File: src/rtl/spi_pkg.sv
// Shared types and constants for the parameterised SPI master.
package spi_pkg;

  localparam int unsigned DATA_W_MAX = 32;

  // Wide enough to count every SCLK edge of the longest supported word.
  localparam int unsigned EDGE_W = $clog2(2 * DATA_W_MAX + 1);

  typedef enum logic [1:0] {
    StIdle,
    StSetup,
    StShift,
    StHold
  } spi_state_e;

  typedef struct packed {
    logic cpol;
    logic cpha;
  } spi_mode_t;

  function automatic logic cs_in_range(input int unsigned sel, input int unsigned num);
    return sel < num;
  endfunction

endpackage

File: src/rtl/spi_clk_div.sv
// Half-period tick generator: tick_o fires every div_i+1 cycles while en_i is high.
module spi_clk_div #(
  parameter int unsigned DIV_W = 8
) (
  input  logic             clk_i,
  input  logic             rst_ni,
  input  logic             en_i,
  input  logic [DIV_W-1:0] div_i,
  output logic             tick_o
);

  logic [DIV_W-1:0] cnt_q, cnt_d;

  // Equality compare against div_i means an all-ones divider never wraps early.
  assign tick_o = en_i && (cnt_q == div_i);

  always_comb begin
    cnt_d = cnt_q;
    if (!en_i || tick_o) begin
      cnt_d = '0;
    end else begin
      cnt_d = cnt_q + 1'b1;
    end
  end

  always_ff @(posedge clk_i or negedge rst_ni) begin
    if (!rst_ni) begin
      cnt_q <= '0;
    end else begin
      cnt_q <= cnt_d;
    end
  end

endmodule

File: src/rtl/spi_master_param.sv
// Parameterised SPI master: transfer FSM, shift registers and chip-select decode.
// Define SPI_MASTER_LSB_FIRST_EN for LSB-first bit order; default build is MSB first.
module spi_master_param
  import spi_pkg::*;
#(
  parameter int unsigned DATA_W = 8,
  parameter int unsigned NUM_CS = 3,
  parameter int unsigned DIV_W  = 8,
  localparam int unsigned CS_W  = (NUM_CS > 1) ? $clog2(NUM_CS) : 1
) (
  input  logic              clk,
  input  logic              reset,
  input  logic              start,
  output logic              ready,
  input  logic [CS_W-1:0]   cs_sel,
  input  logic [DATA_W-1:0] tx_data,
  input  logic              cpol,
  input  logic              cpha,
  input  logic [DIV_W-1:0]  clk_div,
  output logic [DATA_W-1:0] rx_data,
  output logic              rx_valid,
  output logic              err,
  output logic              sclk,
  output logic              mosi,
  input  logic              miso,
  output logic [NUM_CS-1:0] cs_n
);

  spi_state_e        state_q, state_d;
  logic              go_q, go_d;
  spi_mode_t         mode_q, mode_d;
  logic [CS_W-1:0]   sel_q, sel_d;
  logic [DIV_W-1:0]  div_q, div_d;
  logic [DATA_W-1:0] tx_sr_q, tx_sr_d;
  logic [DATA_W-1:0] rx_sr_q, rx_sr_d;
  logic [DATA_W-1:0] rx_data_q, rx_data_d;
  logic [EDGE_W-1:0] edge_q, edge_d;
  logic              sclk_q, sclk_d;
  logic              mosi_q, mosi_d;
  logic              rx_valid_q, rx_valid_d;
  logic              err_q, err_d;

  logic              tick;
  logic              tx_bit;
  logic [DATA_W-1:0] tx_shift;
  logic [DATA_W-1:0] rx_shift;
  logic              leading;
  logic              last_edge;

  spi_clk_div #(
    .DIV_W(DIV_W)
  ) u_clk_div (
    .clk_i (clk),
    .rst_ni(reset),
    .en_i  (state_q != StIdle),
    .div_i (div_q),
    .tick_o(tick)
  );

`ifdef SPI_MASTER_LSB_FIRST_EN
  assign tx_bit   = tx_sr_q[0];
  assign tx_shift = {1'b0, tx_sr_q[DATA_W-1:1]};
  assign rx_shift = {miso, rx_sr_q[DATA_W-1:1]};
`else
  assign tx_bit   = tx_sr_q[DATA_W-1];
  assign tx_shift = {tx_sr_q[DATA_W-2:0], 1'b0};
  assign rx_shift = {rx_sr_q[DATA_W-2:0], miso};
`endif

  // Even edge index is a leading edge (away from the idle level).
  assign leading   = ~edge_q[0];
  assign last_edge = (edge_q == EDGE_W'(2 * DATA_W - 1));

  always_comb begin
    state_d    = state_q;
    go_d       = go_q;
    mode_d     = mode_q;
    sel_d      = sel_q;
    div_d      = div_q;
    tx_sr_d    = tx_sr_q;
    rx_sr_d    = rx_sr_q;
    rx_data_d  = rx_data_q;
    edge_d     = edge_q;
    sclk_d     = sclk_q;
    mosi_d     = mosi_q;
    rx_valid_d = 1'b0;
    err_d      = 1'b0;
    unique case (state_q)
      StIdle: begin
        // go_q holds the accepted request for one cycle so SETUP begins the cycle after accept.
        if (go_q) begin
          go_d    = 1'b0;
          state_d = StSetup;
          if (!mode_q.cpha) begin
            mosi_d  = tx_bit;
            tx_sr_d = tx_shift;
          end
        end else if (start) begin
          if (cs_in_range(32'(cs_sel), NUM_CS)) begin
            go_d        = 1'b1;
            mode_d.cpol = cpol;
            mode_d.cpha = cpha;
            sel_d       = cs_sel;
            div_d       = clk_div;
            tx_sr_d     = tx_data;
            rx_sr_d     = '0;
            sclk_d      = cpol;
          end else begin
            err_d = 1'b1;
          end
        end
      end
      StSetup: begin
        if (tick) begin
          state_d = StShift;
          edge_d  = '0;
        end
      end
      StShift: begin
        if (tick) begin
          sclk_d = ~sclk_q;
          edge_d = edge_q + 1'b1;
          // cpha=0 samples on leading edges, cpha=1 on trailing; the other edge shifts out.
          if (leading != mode_q.cpha) begin
            rx_sr_d = rx_shift;
          end else begin
            mosi_d  = tx_bit;
            tx_sr_d = tx_shift;
          end
          if (last_edge) begin
            state_d = StHold;
          end
        end
      end
      StHold: begin
        if (tick) begin
          state_d    = StIdle;
          rx_data_d  = rx_sr_q;
          rx_valid_d = 1'b1;
        end
      end
      default: state_d = StIdle;
    endcase
  end

  always_ff @(posedge clk or negedge reset) begin
    if (!reset) begin
      state_q    <= StIdle;
      go_q       <= 1'b0;
      mode_q     <= '0;
      sel_q      <= '0;
      div_q      <= '0;
      tx_sr_q    <= '0;
      rx_sr_q    <= '0;
      rx_data_q  <= '0;
      edge_q     <= '0;
      sclk_q     <= 1'b0;
      mosi_q     <= 1'b0;
      rx_valid_q <= 1'b0;
      err_q      <= 1'b0;
    end else begin
      state_q    <= state_d;
      go_q       <= go_d;
      mode_q     <= mode_d;
      sel_q      <= sel_d;
      div_q      <= div_d;
      tx_sr_q    <= tx_sr_d;
      rx_sr_q    <= rx_sr_d;
      rx_data_q  <= rx_data_d;
      edge_q     <= edge_d;
      sclk_q     <= sclk_d;
      mosi_q     <= mosi_d;
      rx_valid_q <= rx_valid_d;
      err_q      <= err_d;
    end
  end

  always_comb begin
    cs_n = '1;
    if (state_q != StIdle) begin
      for (int unsigned i = 0; i < NUM_CS; i++) begin
        if (32'(sel_q) == i) begin
          cs_n[i] = 1'b0;
        end
      end
    end
  end

  assign ready    = (state_q == StIdle) && !go_q;
  assign rx_data  = rx_data_q;
  assign rx_valid = rx_valid_q;
  assign err      = err_q;
  assign sclk     = sclk_q;
  assign mosi     = mosi_q;

endmodule

File: config.mk
export PLATFORM = sky130hd
export DESIGN_NAME = spi_master_param
export DESIGN_NICKNAME = d
export VERILOG_FILES = /design/src/rtl/spi_pkg.sv /design/src/rtl/spi_clk_div.sv /design/src/rtl/spi_master_param.sv
export SDC_FILE = /design/constraint.sdc
export NUM_CORES = 1
export LEC_CHECK = 0
export ABC_AREA = 1
export CELL_PAD_IN_SITES_DETAIL_PLACEMENT = 0
export CELL_PAD_IN_SITES_GLOBAL_PLACEMENT = 1
export CORE_AREA = 10 10 138 77
export CTS_CLUSTER_SIZE = 14
export DETAILED_ROUTE_END_ITERATION = 8
export DIE_AREA = 0 0 148 87
export MAX_ROUTING_LAYER = met4
export PLACE_DENSITY_LB_ADDON = 0.2
export SKIP_LAST_GASP = 1
export SLEW_MARGIN = 20
export SYNTH_ARGS = -nofsm -noshare
export SYNTH_HDL_FRONTEND = slang
export SYNTH_SLANG_ARGS = --single-unit
File: constraint.sdc
create_clock -name clk -period 2.6 [get_ports clk]
set_input_delay 0.52 -clock clk [delete_from_list [all_inputs] [get_ports clk]]
set_output_delay 0.52 -clock clk [all_outputs]
set_load 0.02 [all_outputs]
After elaboration in Yosys (flattened, before gate mapping)
Cells that the tools add are included.

storage, ports and cells
  register bits = 57
  input port bits = 24
  output and inout bits = 16
  logic and storage cells = 106

operators by class
  add/sub/neg operators = 2
  order comparisons = 1
  eq/ne operators = 22
  multiplexer cells = 46
  bitwise operators = 3
  reduce and logical (&&, ||, !) cells = 18

operators with widths
  operator                                                         number
  8-bit two-way mux                                                12
  8-bit one-hot mux with 2 select lines                            2
  1-bit two-way mux                                                20
  2-bit != test, second input constant                             8
  5-bit AND reduction                                              3
  7-bit two-way mux                                                2
  7-bit one-hot mux with 2 select lines                            1
  6-bit AND reduction                                              2
  2-bit two-way mux                                                5
  3-bit != test, second input constant                             3
  8-bit by 1-bit adder with 8-bit output, second input constant    1
  8-bit == test                                                    1
  2-bit one-hot mux with 4 select lines                            1
  7-bit by 1-bit adder with 7-bit output, second input constant    1
  7-bit by 4-bit == test with 1-bit output, second input constant  1
  2-bit == test, second input constant                             3
  2-bit by 1-bit != test with 1-bit output, second input constant  3
  2-bit nonzero test                                               3
  2-bit by 1-bit == test with 1-bit output, second input constant  2
  2-bit zero test                                                  2
  1-bit one-hot mux with 2 select lines                            2
  4-bit AND reduction                                              1
  3-bit two-way mux                                                1
  1-bit NOT                                                        3
  other kinds (7)                                                  9

Logic depth before layout (Yosys ltp)
Gate-level depths: netlist (run 1).

  word-level depth = 5
  mapped depth = 11

Cells and area by module
Synthesis (run 1) repeated with hierarchy kept, for this count alone.

second synthesis, totals
  cells, all modules = 384
  area total of the unflattened synthesis = 2956.6 µm²

by module, submodules not included
  module            instances  cells an instance  area an instance (µm²)  seq. area each (µm²)
  spi_master_param  1          313                2442.3                  1226.2
  spi_clk_div       1          71                 514.2                   200.2

Worst setup path before layout (run 1)
Ideal clock, no wire load.

  path kind = reg-to-reg
  from = register state_q[0]
  to = register div_q[2]
  library setup time = 0.116 ns
  arrival time = 1.695 ns
  setup slack = 0.788 ns
  cell stages (with the launch flop) = 11
  clock period less this slack = 1.812 ns
  cells stage by stage = dfrtp_1 > inv_1 > ha_1 > inv_2 > nor2_1 > nand2_1 > nor2_1 > buf_2 > inv_1 > nand2_1 > nand2_1

between the ends
  word-level cells in the longest chain between the ends = 2

RTL lines
  element                        RTL line                 RTL
  start, declared                spi_master_param.sv:29   spi_state_e state_q, state_d;
  start signal, assigned         spi_master_param.sv:148  state_q <= StIdle;
  start signal, assigned         spi_master_param.sv:162  state_q <= state_d;
  2-bit zero test                spi_master_param.sv:88   unique case (state_q)
  4-bit AND reduction (no line)  n/a
  end signal, assigned           spi_master_param.sv:166  div_q <= div_d;
  end, declared                  spi_master_param.sv:33   logic [DIV_W-1:0] div_q, div_d;

No other way between the ends.
A chain may end at the register's enable or synchronous reset.

Final worst setup path (run 1)
  from = register state_q[0]
  to = output cs_n[0]

between the ends
  word-level cells in the longest chain between the ends = 2

RTL lines
  element             RTL line                 RTL
  2-bit nonzero test  spi_master_param.sv:180  if (state_q != StIdle) begin
  3-bit two-way mux   spi_master_param.sv:180
  end, declared       spi_master_param.sv:26   output logic [NUM_CS-1:0] cs_n

No other way between the ends.

==> report_table.html, run 1 <==
<table>
<tr><th>Metric</th><th>Value</th></tr>
<tr><th colspan="2">Clock network</th></tr>
<tr><td>CTS H-Tree Depth</td><td>3</td></tr>
<tr><td>Total CTS buffers</td><td>9</td></tr>
<tr><td>Hold_buf cts</td><td>0</td></tr>
<tr><td>Root cell of the clock tree</td><td>clkbuf_16</td></tr>
<tr><td>Post-CTS Repair Setup Buffers</td><td>0</td></tr>
<tr><td>Clock slew at reported path FFs</td><td>50 ps</td></tr>
<tr><td>Clk_lat worst skew</td><td>340 ps</td></tr>
<tr><td>Maximum clock insertion buffer count</td><td>2</td></tr>
<tr><td># clock sinks</td><td>57</td></tr>
<tr><td>Clock tree from TritonCTS</td><td>yes</td></tr>
<tr><th colspan="2">STA</th></tr>
<tr><td>Number of slew-limit violations in the final report</td><td>0</td></tr>
<tr><td>Slew at the pin with the worst max-slew slack</td><td>579 ps</td></tr>
<tr><td>Final Critical Period</td><td>roughly 2400 ps</td></tr>
<tr><td>Setup total negative slack</td><td>0 ps</td></tr>
<tr><td>Post-route fraction of the period consumed by the critical path</td><td>93.4%</td></tr>
<tr><td>Final WS setup</td><td>171 ps</td></tr>
<tr><td>Fin Clk Skew</td><td>7.02 ps</td></tr>
<tr><td>Hold Vio Cnt, Final</td><td>0</td></tr>
<tr><td>Final setup violation count</td><td>0</td></tr>
<tr><td>Setup repair after global routing missed its margin</td><td>false</td></tr>
<tr><td>Max Freq</td><td>between 400 and 500 MHz</td></tr>
<tr><td>Max transition margin</td><td>between 60% and 70%</td></tr>
<tr><th colspan="2">Synthesis</th></tr>
<tr><td>Post-synth top area cell</td><td>dfrtp_1</td></tr>
<tr><td>Count of unique library cells instantiated by Yosys</td><td>31</td></tr>
<tr><td>Total of flip-flops plus latches after synthesis</td><td>57</td></tr>
<tr><td>Number of standard cells after synthesis</td><td>about 330</td></tr>
<tr><td>Cell types with the largest area share after synthesis</td><td>dfrtp_1 (51%), nand2_1 (17%), inv_1 (3.5%)</td></tr>
<tr><td>Synthesized area per cell</td><td>8.45 um2</td></tr>
<tr><td>Synth warnings</td><td>0</td></tr>
<tr><td>Register area share after synthesis</td><td>50.6%</td></tr>
<tr><td>Post-synthesis instance area</td><td>0.00282 mm2</td></tr>
<tr><td>Synthesized Nets</td><td>364</td></tr>
<tr><td>Share of the synthesized area in the top cell type</td><td>50.6%</td></tr>
<tr><th colspan="2">Floorplan</th></tr>
<tr><td>Die ar.</td><td>0.0129 mm2</td></tr>
<tr><td>Chip Height</td><td>around 87 um</td></tr>
<tr><td>Cell row count</td><td>24</td></tr>
<tr><td>Ports</td><td>40</td></tr>
<tr><td>Placeable core region</td><td>around 0.0083 mm2</td></tr>
<tr><td>Die X</td><td>148 um</td></tr>
<tr><td>Starting density of the core</td><td>33.8%</td></tr>
<tr><th colspan="2">Layout</th></tr>
<tr><td>Final Cell Area</td><td>0.00366 mm2</td></tr>
<tr><td>Area used by sequential logic in the layout</td><td>0.00143 mm2</td></tr>
<tr><td>Layout net count</td><td>roughly 410</td></tr>
<tr><td>Total area of multi-input combinational cells</td><td>0.00123 mm2</td></tr>
<tr><td>Fraction of layout instances using a drive strength above 1</td><td>11.7%</td></tr>
<tr><td>Number of antenna diodes</td><td>0</td></tr>
<tr><td>Area growth, synth to finish</td><td>29.8%</td></tr>
<tr><td>Number of filler cells placed in the layout</td><td>874</td></tr>
<tr><th colspan="2">Run status</th></tr>
<tr><td>Run status</td><td>finished, final reports clean</td></tr>
<tr><th colspan="2">Place</th></tr>
<tr><td>Port-buffer cells</td><td>39</td></tr>
<tr><td>Final estimated routing congestion in global placement</td><td>0.798</td></tr>
<tr><td>Instance area after placement</td><td>0.00335 mm2</td></tr>
<tr><td>Minimum setup slack after placement</td><td>254 ps</td></tr>
<tr><td>Post-detailed-placement half-perimeter wirelength</td><td>4.77 mm</td></tr>
<tr><th colspan="2">Detailed routing</th></tr>
<tr><td>Routed via count</td><td>2230</td></tr>
<tr><td>Antenna-violating nets left</td><td>0</td></tr>
<tr><td>Initial DRC Count</td><td>~130</td></tr>
<tr><td>Number of iterations in the first detailed-routing pass</td><td>4</td></tr>
<tr><td>Number of remaining DRC errors</td><td>0</td></tr>
<tr><td>Total length of routed wires</td><td>6.59 mm</td></tr>
<tr><td>Wire per inst</td><td>13.1 um</td></tr>
<tr><td>Number of vias per cell</td><td>roughly 4.4</td></tr>
<tr><th colspan="2">Power and ir drop</th></tr>
<tr><td>Power density cells</td><td>between 500 and 600 mW/mm2</td></tr>
<tr><td>Max IR drop VDD</td><td>0.310 mV</td></tr>
<tr><td>Reported leakage power</td><td>1.86 nW</td></tr>
<tr><th colspan="2">Critical path</th></tr>
<tr><td>Maximum fanout along the worst path</td><td>9</td></tr>
<tr><td>Worst reg2reg endpoint</td><td>rx_sr_q[5]</td></tr>
<tr><td>Count of cells along the worst register-to-register path</td><td>10</td></tr>
<tr><td>Reg-to-reg setup timing slack</td><td>630 ps</td></tr>
<tr><td>Required time of the critical path</td><td>2080 ps</td></tr>
<tr><td>Signal arrival time at the worst endpoint</td><td>1910 ps</td></tr>
<tr><td>Crit end category</td><td>primary output</td></tr>
<tr><td>Critical Setup Path Class</td><td>reg2out</td></tr>
<tr><td>Startpoint of the lowest-slack register-to-register path</td><td>state_q[0]</td></tr>
<tr><td>CP startpoint kind</td><td>flop</td></tr>
<tr><td>Launch point of the critical path</td><td>state_q[0]</td></tr>
<tr><th colspan="2">Global routing</th></tr>
<tr><td>Remaining global-route overflow</td><td>0</td></tr>
<tr><td>Via count of the first global-routing pass</td><td>2238</td></tr>
<tr><td>GRT Util Overall</td><td>11.6%</td></tr>
<tr><td>Pin count of the biggest net entering global routing</td><td>37</td></tr>
<tr><td>Wire length of the first global-routing pass</td><td>11.2 mm</td></tr>
<tr><td>Number of antenna violations at the first check in global routing</td><td>0</td></tr>
<tr><th colspan="2">Min path</th></tr>
<tr><td>Class of the tightest hold or removal check</td><td>in2async</td></tr>
<tr><th colspan="2">Run</th></tr>
<tr><td>Max Cap Viol</td><td>0</td></tr>
</table>
critical path, cell delays in order, from the launching register on:
cell and delay (ps):
dfrtp_1 400, inv_1 90, ha_1 230, inv_2 130, nand3_1 100, clkdlybuf4s50_1 620
synthesized netlist by cell type:
library cell  instances
nand3_1              12
nand2_1             129
buf_6                 1
inv_2                 4
mux2i_1               7
ha_1                  6
nor3_1                2
nor3b_1               2
nand4_1              10
nand3_2               1
o21ai_0              13
nand2_4               2
nor2_2                3
a21oi_2               1
nand3_4               1
and3_1                1
nand2_2               3
a31oi_1               1
xor2_1                5
xnor2_1               6
a21oi_1               3
nor2_1               20
o21ai_2               9
inv_4                 1
dfrtp_1              57
nor3_2                1
clkinv_1              1
buf_4                 2
buf_2                 3
o21ai_1               1
inv_1                26
metrics by stage:
step | instances | hold WS [ps] | utilization, % | total power, mW
after floorplan | 334 | 224 | - | 0.910
after global placement | 487 | 460 | 40.1 | 0.968
after detailed placement | 487 | 460 | 40.1 | 0.968
after CTS | 503 | 178 | 43.8 | 2.20
after global routing | 503 | 192 | 43.9 | 2.25
final | 503 | 159 | 43.9 | 2.17
report_power, final:
| group | internal [mW] | total, mW | leakage, nW | switching [mW] |
|---|---|---|---|---|
| Clock | 0.817 | 1.21 | 0.153 | 0.397 |
| Sequential | 0.889 | 0.889 | 0.740 | 0 |
| Combinational | 0.0348 | 0.0626 | 0.971 | 0.0278 |
cell families (layout without fill, tap and decap cells):
kind of cell | after synthesis | count (layout) | synth area share (%)
and+or+nand+nor | 187 | 187 | 28.7
DFF | 57 | 57 | 50.6
buffers and inverters | 38 | 90 | 5.81
AOI/OAI and AO/OA | 28 | 28 | 6.34
xor gates and xnor gates | 11 | 11 | 3.41
muxes | 7 | 7 | 2.48
adders and majority gates | 6 | 6 | 2.66
registers in the layout, summed over array words and instances (netlist names), 2 cells and up:
| register | flops |
|---|---|
| sel_q | 2 |
| rx_data | 8 |
| u_clk_div.cnt_q | 8 |
| edge_q | 7 |
| div_q | 8 |
| rx_sr_q | 8 |
| state_q | 2 |
| tx_sr_q | 8 |
how the worst max path moves through the flow:
| stage | to | slack [ps] | cells after the start |
|---|---|---|---|
| 2_1_floorplan | div_q[2] | 790 | 10 |
| 4_1_cts | ready | 10 | 5 |
| 3_5_place_dp | ready | 250 | 5 |
| 3_3_place_gp | ready | 320 | 5 |
| 5_1_grt | cs_n[2] | 80 | 5 |
| 6_report | cs_n[0] | 170 | 5 |
repair_timing:
item                                    in CTS  in global routing
endpoints found under the setup margin       1                  1
gates resized for setup                      1                  1
pin swaps                                    0                  0
routing by layer:
layer / routed length, um / up-vias / share of wire [%] / global-route usage [%]
met4: 97 / 0 / 1.5 / 4.38
met2: 2360 / 49 / 36 / 13.9
met3: 389 / 10 / 5.9 / 5.29
met1: 3750 / 1016 / 57 / 16.0
li1: - / 1155 / - / -
met5: 0 / - / 0 / -
cell usage in the layout (no fill, tap or decap), types with 4 or more instances in the layout:
cell / count
nand2_1: 129
dfrtp_1: 57
clkdlybuf4s50_1: 37
inv_1: 26
nor2_1: 19
o21ai_0: 13
nand3_1: 12
nand4_1: 10
o21ai_2: 9
clkbuf_16: 9
mux2i_1: 7
xnor2_1: 6
ha_1: 6
xor2_1: 5
inv_2: 4
nor2_2: 4
final cells by class:
class / count / share of cell area, %
Multi-Input combinational cell: 239 / 33.7
Sequential cell: 57 / 39.0
Tap cell: 117 / 4.00
Clock inverter: 2 / 0.957
Timing Repair Buffer: 42 / 11.6
Inverter: 32 / 3.35
Clock buffer: 14 / 7.48
No activity file was read; power rests on OpenSTA's default activity.
==> run 2: changes to the inputs <==
CORE_AREA = 2 2 130 69   (was 10 10 138 77)
DIE_AREA = 0 0 132 71   (was 0 0 148 87)
==> run 2 against run 1 <==
Clock skew is 3.7 ps lower. Total power fell by 2.5%. Global-route usage rose by 4.1 points. Flip-flop and latch count did not move. Cell area down 0.34%. Critical path type unchanged. Critical path depth unchanged. Fmax is 0.19% lower. Via count is 0.45% lower. Worst hold slack better by 26 ps. Combinational power increased by 1%.
==> report_table.html, run 2 (same netlist as run 1, synthesis figures left out) <==
<table>
<tr><th>Metric</th><th>Value</th></tr>
<tr><th colspan="2">Floorplan</th></tr>
<tr><td>Placeable core region</td><td>0.00832 mm2 (was 0.00835 mm2)</td></tr>
<tr><td>Starting density of the core</td><td>33.9% (was 33.8%)</td></tr>
<tr><td>Die ar.</td><td>0.00937 mm2 (was 0.0129 mm2)</td></tr>
<tr><td>Die X</td><td>132 um (was 148 um)</td></tr>
<tr><td>Cell row count</td><td>24 (unchanged)</td></tr>
<tr><td>Ports</td><td>40 (unchanged)</td></tr>
<tr><td>Chip Height</td><td>71 um (was 87 um)</td></tr>
<tr><th colspan="2">Clock network</th></tr>
<tr><td>Clock tree from TritonCTS</td><td>yes (unchanged)</td></tr>
<tr><td>Clock slew at reported path FFs</td><td>50 ps (about the same)</td></tr>
<tr><td>Maximum clock insertion buffer count</td><td>2 (unchanged)</td></tr>
<tr><td># clock sinks</td><td>57 (unchanged)</td></tr>
<tr><td>Root cell of the clock tree</td><td>clkbuf_16 (unchanged)</td></tr>
<tr><td>Hold_buf cts</td><td>0 (unchanged)</td></tr>
<tr><td>Clk_lat worst skew</td><td>330 ps (was 340 ps)</td></tr>
<tr><td>Post-CTS Repair Setup Buffers</td><td>0 (unchanged)</td></tr>
<tr><td>CTS H-Tree Depth</td><td>3 (unchanged)</td></tr>
<tr><td>Total CTS buffers</td><td>9 (unchanged)</td></tr>
<tr><th colspan="2">Layout</th></tr>
<tr><td>Most common cell after layout, fill and taps aside</td><td>nand2_1 (unchanged)</td></tr>
<tr><td>Fraction of layout instances using a drive strength above 1</td><td>12.2% (was 11.7%)</td></tr>
<tr><td>Most frequent cells in the layout</td><td>nand2_1 (129), dfrtp_1 (57), clkdlybuf4s50_1 (37), inv_1 (26), nor2_1 (19) (unchanged)</td></tr>
<tr><td>Final Cell Area</td><td>0.00365 mm2 (was 0.00366 mm2)</td></tr>
<tr><td>Layout net count</td><td>411 (unchanged)</td></tr>
<tr><td>End-of-flow core utilization</td><td>43.9% (about the same)</td></tr>
<tr><td>Number of antenna diodes</td><td>0 (unchanged)</td></tr>
<tr><td>Area growth, synth to finish</td><td>29.3% (was 29.8%)</td></tr>
<tr><td>Number of filler cells placed in the layout</td><td>838 (was 874)</td></tr>
<tr><th colspan="2">Run</th></tr>
<tr><td>Max Cap Viol</td><td>0 (unchanged)</td></tr>
<tr><th colspan="2">Critical path</th></tr>
<tr><td>Required time of the critical path</td><td>2080 ps (about the same)</td></tr>
<tr><td>Count of cells along the worst register-to-register path</td><td>10 (unchanged)</td></tr>
<tr><td>Signal arrival time at the worst endpoint</td><td>1910 ps (about the same)</td></tr>
<tr><td>Crit end category</td><td>primary output (unchanged)</td></tr>
<tr><td>Maximum fanout along the worst path</td><td>9 (unchanged)</td></tr>
<tr><td>CP startpoint kind</td><td>flop (unchanged)</td></tr>
<tr><td>Critical Setup Path Class</td><td>reg2out (unchanged)</td></tr>
<tr><th colspan="2">STA</th></tr>
<tr><td>Number of slew-limit violations in the final report</td><td>0 (unchanged)</td></tr>
<tr><td>Tightest hold margin</td><td>186 ps (was 159 ps)</td></tr>
<tr><td>Hold Vio Cnt, Final</td><td>0 (unchanged)</td></tr>
<tr><td>Max Freq</td><td>411 MHz (was 412 MHz)</td></tr>
<tr><td>Post-route fraction of the period consumed by the critical path</td><td>93.6% (was 93.4%)</td></tr>
<tr><td>Final setup violation count</td><td>0 (unchanged)</td></tr>
<tr><td>Slew at the pin with the worst max-slew slack</td><td>551 ps (was 579 ps)</td></tr>
<tr><td>Max transition margin</td><td>63.3% (was 61.3%)</td></tr>
<tr><td>Setup repair after global routing missed its margin</td><td>false (unchanged)</td></tr>
<tr><td>Setup total negative slack</td><td>0 ps (unchanged)</td></tr>
<tr><td>Final Critical Period</td><td>2430 ps (about the same)</td></tr>
<tr><td>Fin Clk Skew</td><td>3.35 ps (was 7.02 ps)</td></tr>
<tr><th colspan="2">Place</th></tr>
<tr><td>Final estimated routing congestion in global placement</td><td>0.793 (was 0.798)</td></tr>
<tr><td>Port-buffer cells</td><td>39 (unchanged)</td></tr>
<tr><td>Instance area after placement</td><td>0.00335 mm2 (unchanged)</td></tr>
<tr><td>Post-detailed-placement half-perimeter wirelength</td><td>4.36 mm (was 4.77 mm)</td></tr>
<tr><th colspan="2">Global routing</th></tr>
<tr><td>Via count of the first global-routing pass</td><td>2136 (was 2238)</td></tr>
<tr><td>GRT Util Overall</td><td>15.7% (was 11.6%)</td></tr>
<tr><td>Wire length of the first global-routing pass</td><td>10.7 mm (was 11.2 mm)</td></tr>
<tr><td>Remaining global-route overflow</td><td>0 (unchanged)</td></tr>
<tr><td>Number of antenna violations at the first check in global routing</td><td>0 (unchanged)</td></tr>
<tr><td>Pin count of the biggest net entering global routing</td><td>58 (was 37)</td></tr>
<tr><th colspan="2">Power and ir drop</th></tr>
<tr><td>Max IR drop VDD</td><td>0.307 mV (was 0.310 mV)</td></tr>
<tr><td>Reported leakage power</td><td>1.85 nW (was 1.86 nW)</td></tr>
<tr><td>Total power</td><td>2.11 mW (was 2.17 mW)</td></tr>
<tr><td>Power density cells</td><td>579 mW/mm2 (was 592 mW/mm2)</td></tr>
<tr><th colspan="2">Detailed routing</th></tr>
<tr><td>Wire per inst</td><td>12.2 um (was 13.1 um)</td></tr>
<tr><td>Antenna-violating nets left</td><td>0 (unchanged)</td></tr>
<tr><td>Total length of routed wires</td><td>6.16 mm (was 6.59 mm)</td></tr>
<tr><td>Number of vias per cell</td><td>4.41 (was 4.43)</td></tr>
<tr><td>Number of iterations in the first detailed-routing pass</td><td>4 (unchanged)</td></tr>
<tr><td>Routed via count</td><td>2220 (was 2230)</td></tr>
<tr><td>Initial DRC Count</td><td>118 (was 125)</td></tr>
<tr><td>Number of remaining DRC errors</td><td>0 (unchanged)</td></tr>
<tr><th colspan="2">Run status</th></tr>
<tr><td>Run status</td><td>finished, final reports clean (unchanged)</td></tr>
<tr><th colspan="2">Min path</th></tr>
<tr><td>Class of the tightest hold or removal check</td><td>in2async (unchanged)</td></tr>
</table>
==> run 2: changes by cell type in the layout (fill, tap and decap cells not counted) <==
cell and change:
clkinvlp_4 +3, clkinv_2 +1, clkbuf_1 -2, clkbuf_8 -3, clkinv_4 +1
==> run 2: power breakdown <==
group / switching [mW] / internal, mW / leakage, nW
combinational: 0.0282 / 0.0350 / 0.971
clock: 0.424 / 0.737 / 0.137
sequential: 0 / 0.888 / 0.740
total: 0.452 / 1.66 / 1.85
==> run 2: through the flow <==
stage | setup WS (ps) | instances
floorplan | 788 | 334
global placement | 337 | 487
detailed placement | 285 | 487
CTS | 23.5 | 503
global route | 34.7 | 503
finish | 167 | 503
==> run 2: worst paths after layout <==
check | from | to | slack [ps]
max in group asynchronous | reset | rx_data[5] | 2140
max | state_q[1] | cs_n[0] | 170
min reg2reg | rx_data[1] | rx_data[1] | 480
max reg2reg | state_q[0] | rx_sr_q[2] | 660
min in group clk | rx_data[1] | rx_data[1] | 480
min | reset | u_clk_div.cnt_q[3] | 190
==> run 2: per-layer routing <==
layer | vias to the layer above | GRT usage, % | part of all wire, % | routed length [um]
li1 | 1155 | - | - | -
met1 | 1009 | 22.6 | 57 | 3520
met5 | - | - | 0 | 0
met3 | 10 | 6.16 | 5.6 | 347
met4 | 0 | 5.80 | 1.6 | 99
met2 | 46 | 19.3 | 36 | 2190
==> run 2: final cells by class <==
cell class	instances	area (um2)	share of cell area (%)
clock buffer	9	225	6.17
clock inverter	7	71.3	1.95
inverter	32	123	3.36
multi-input combinational	239	1230	33.8
sequential	57	1430	39.1
tap	117	146	4.01
timing repair buffer	42	423	11.6
==> run 2: what timing repair did <==
| item | 4_1_cts | 5_1_grt |
|---|---|---|
| resized for setup | 1 | 1 |
| gates cloned | 0 | 0 |
| endpoints found under the setup margin | 1 | 1 |
==> run 2: worst max-delay path, cell delays in order, from the launching register on <==
cell	delay, ps
dfrtp_1	410
inv_1	100
ha_1	220
inv_2	120
nand3_1	110
clkdlybuf4s50_1	620
==> run 3: changes to the inputs <==
CTS_CLUSTER_SIZE = not set   (was 14)
==> results of run 3 <==
Final layout, timing and power as in run 2 (identical DEF).
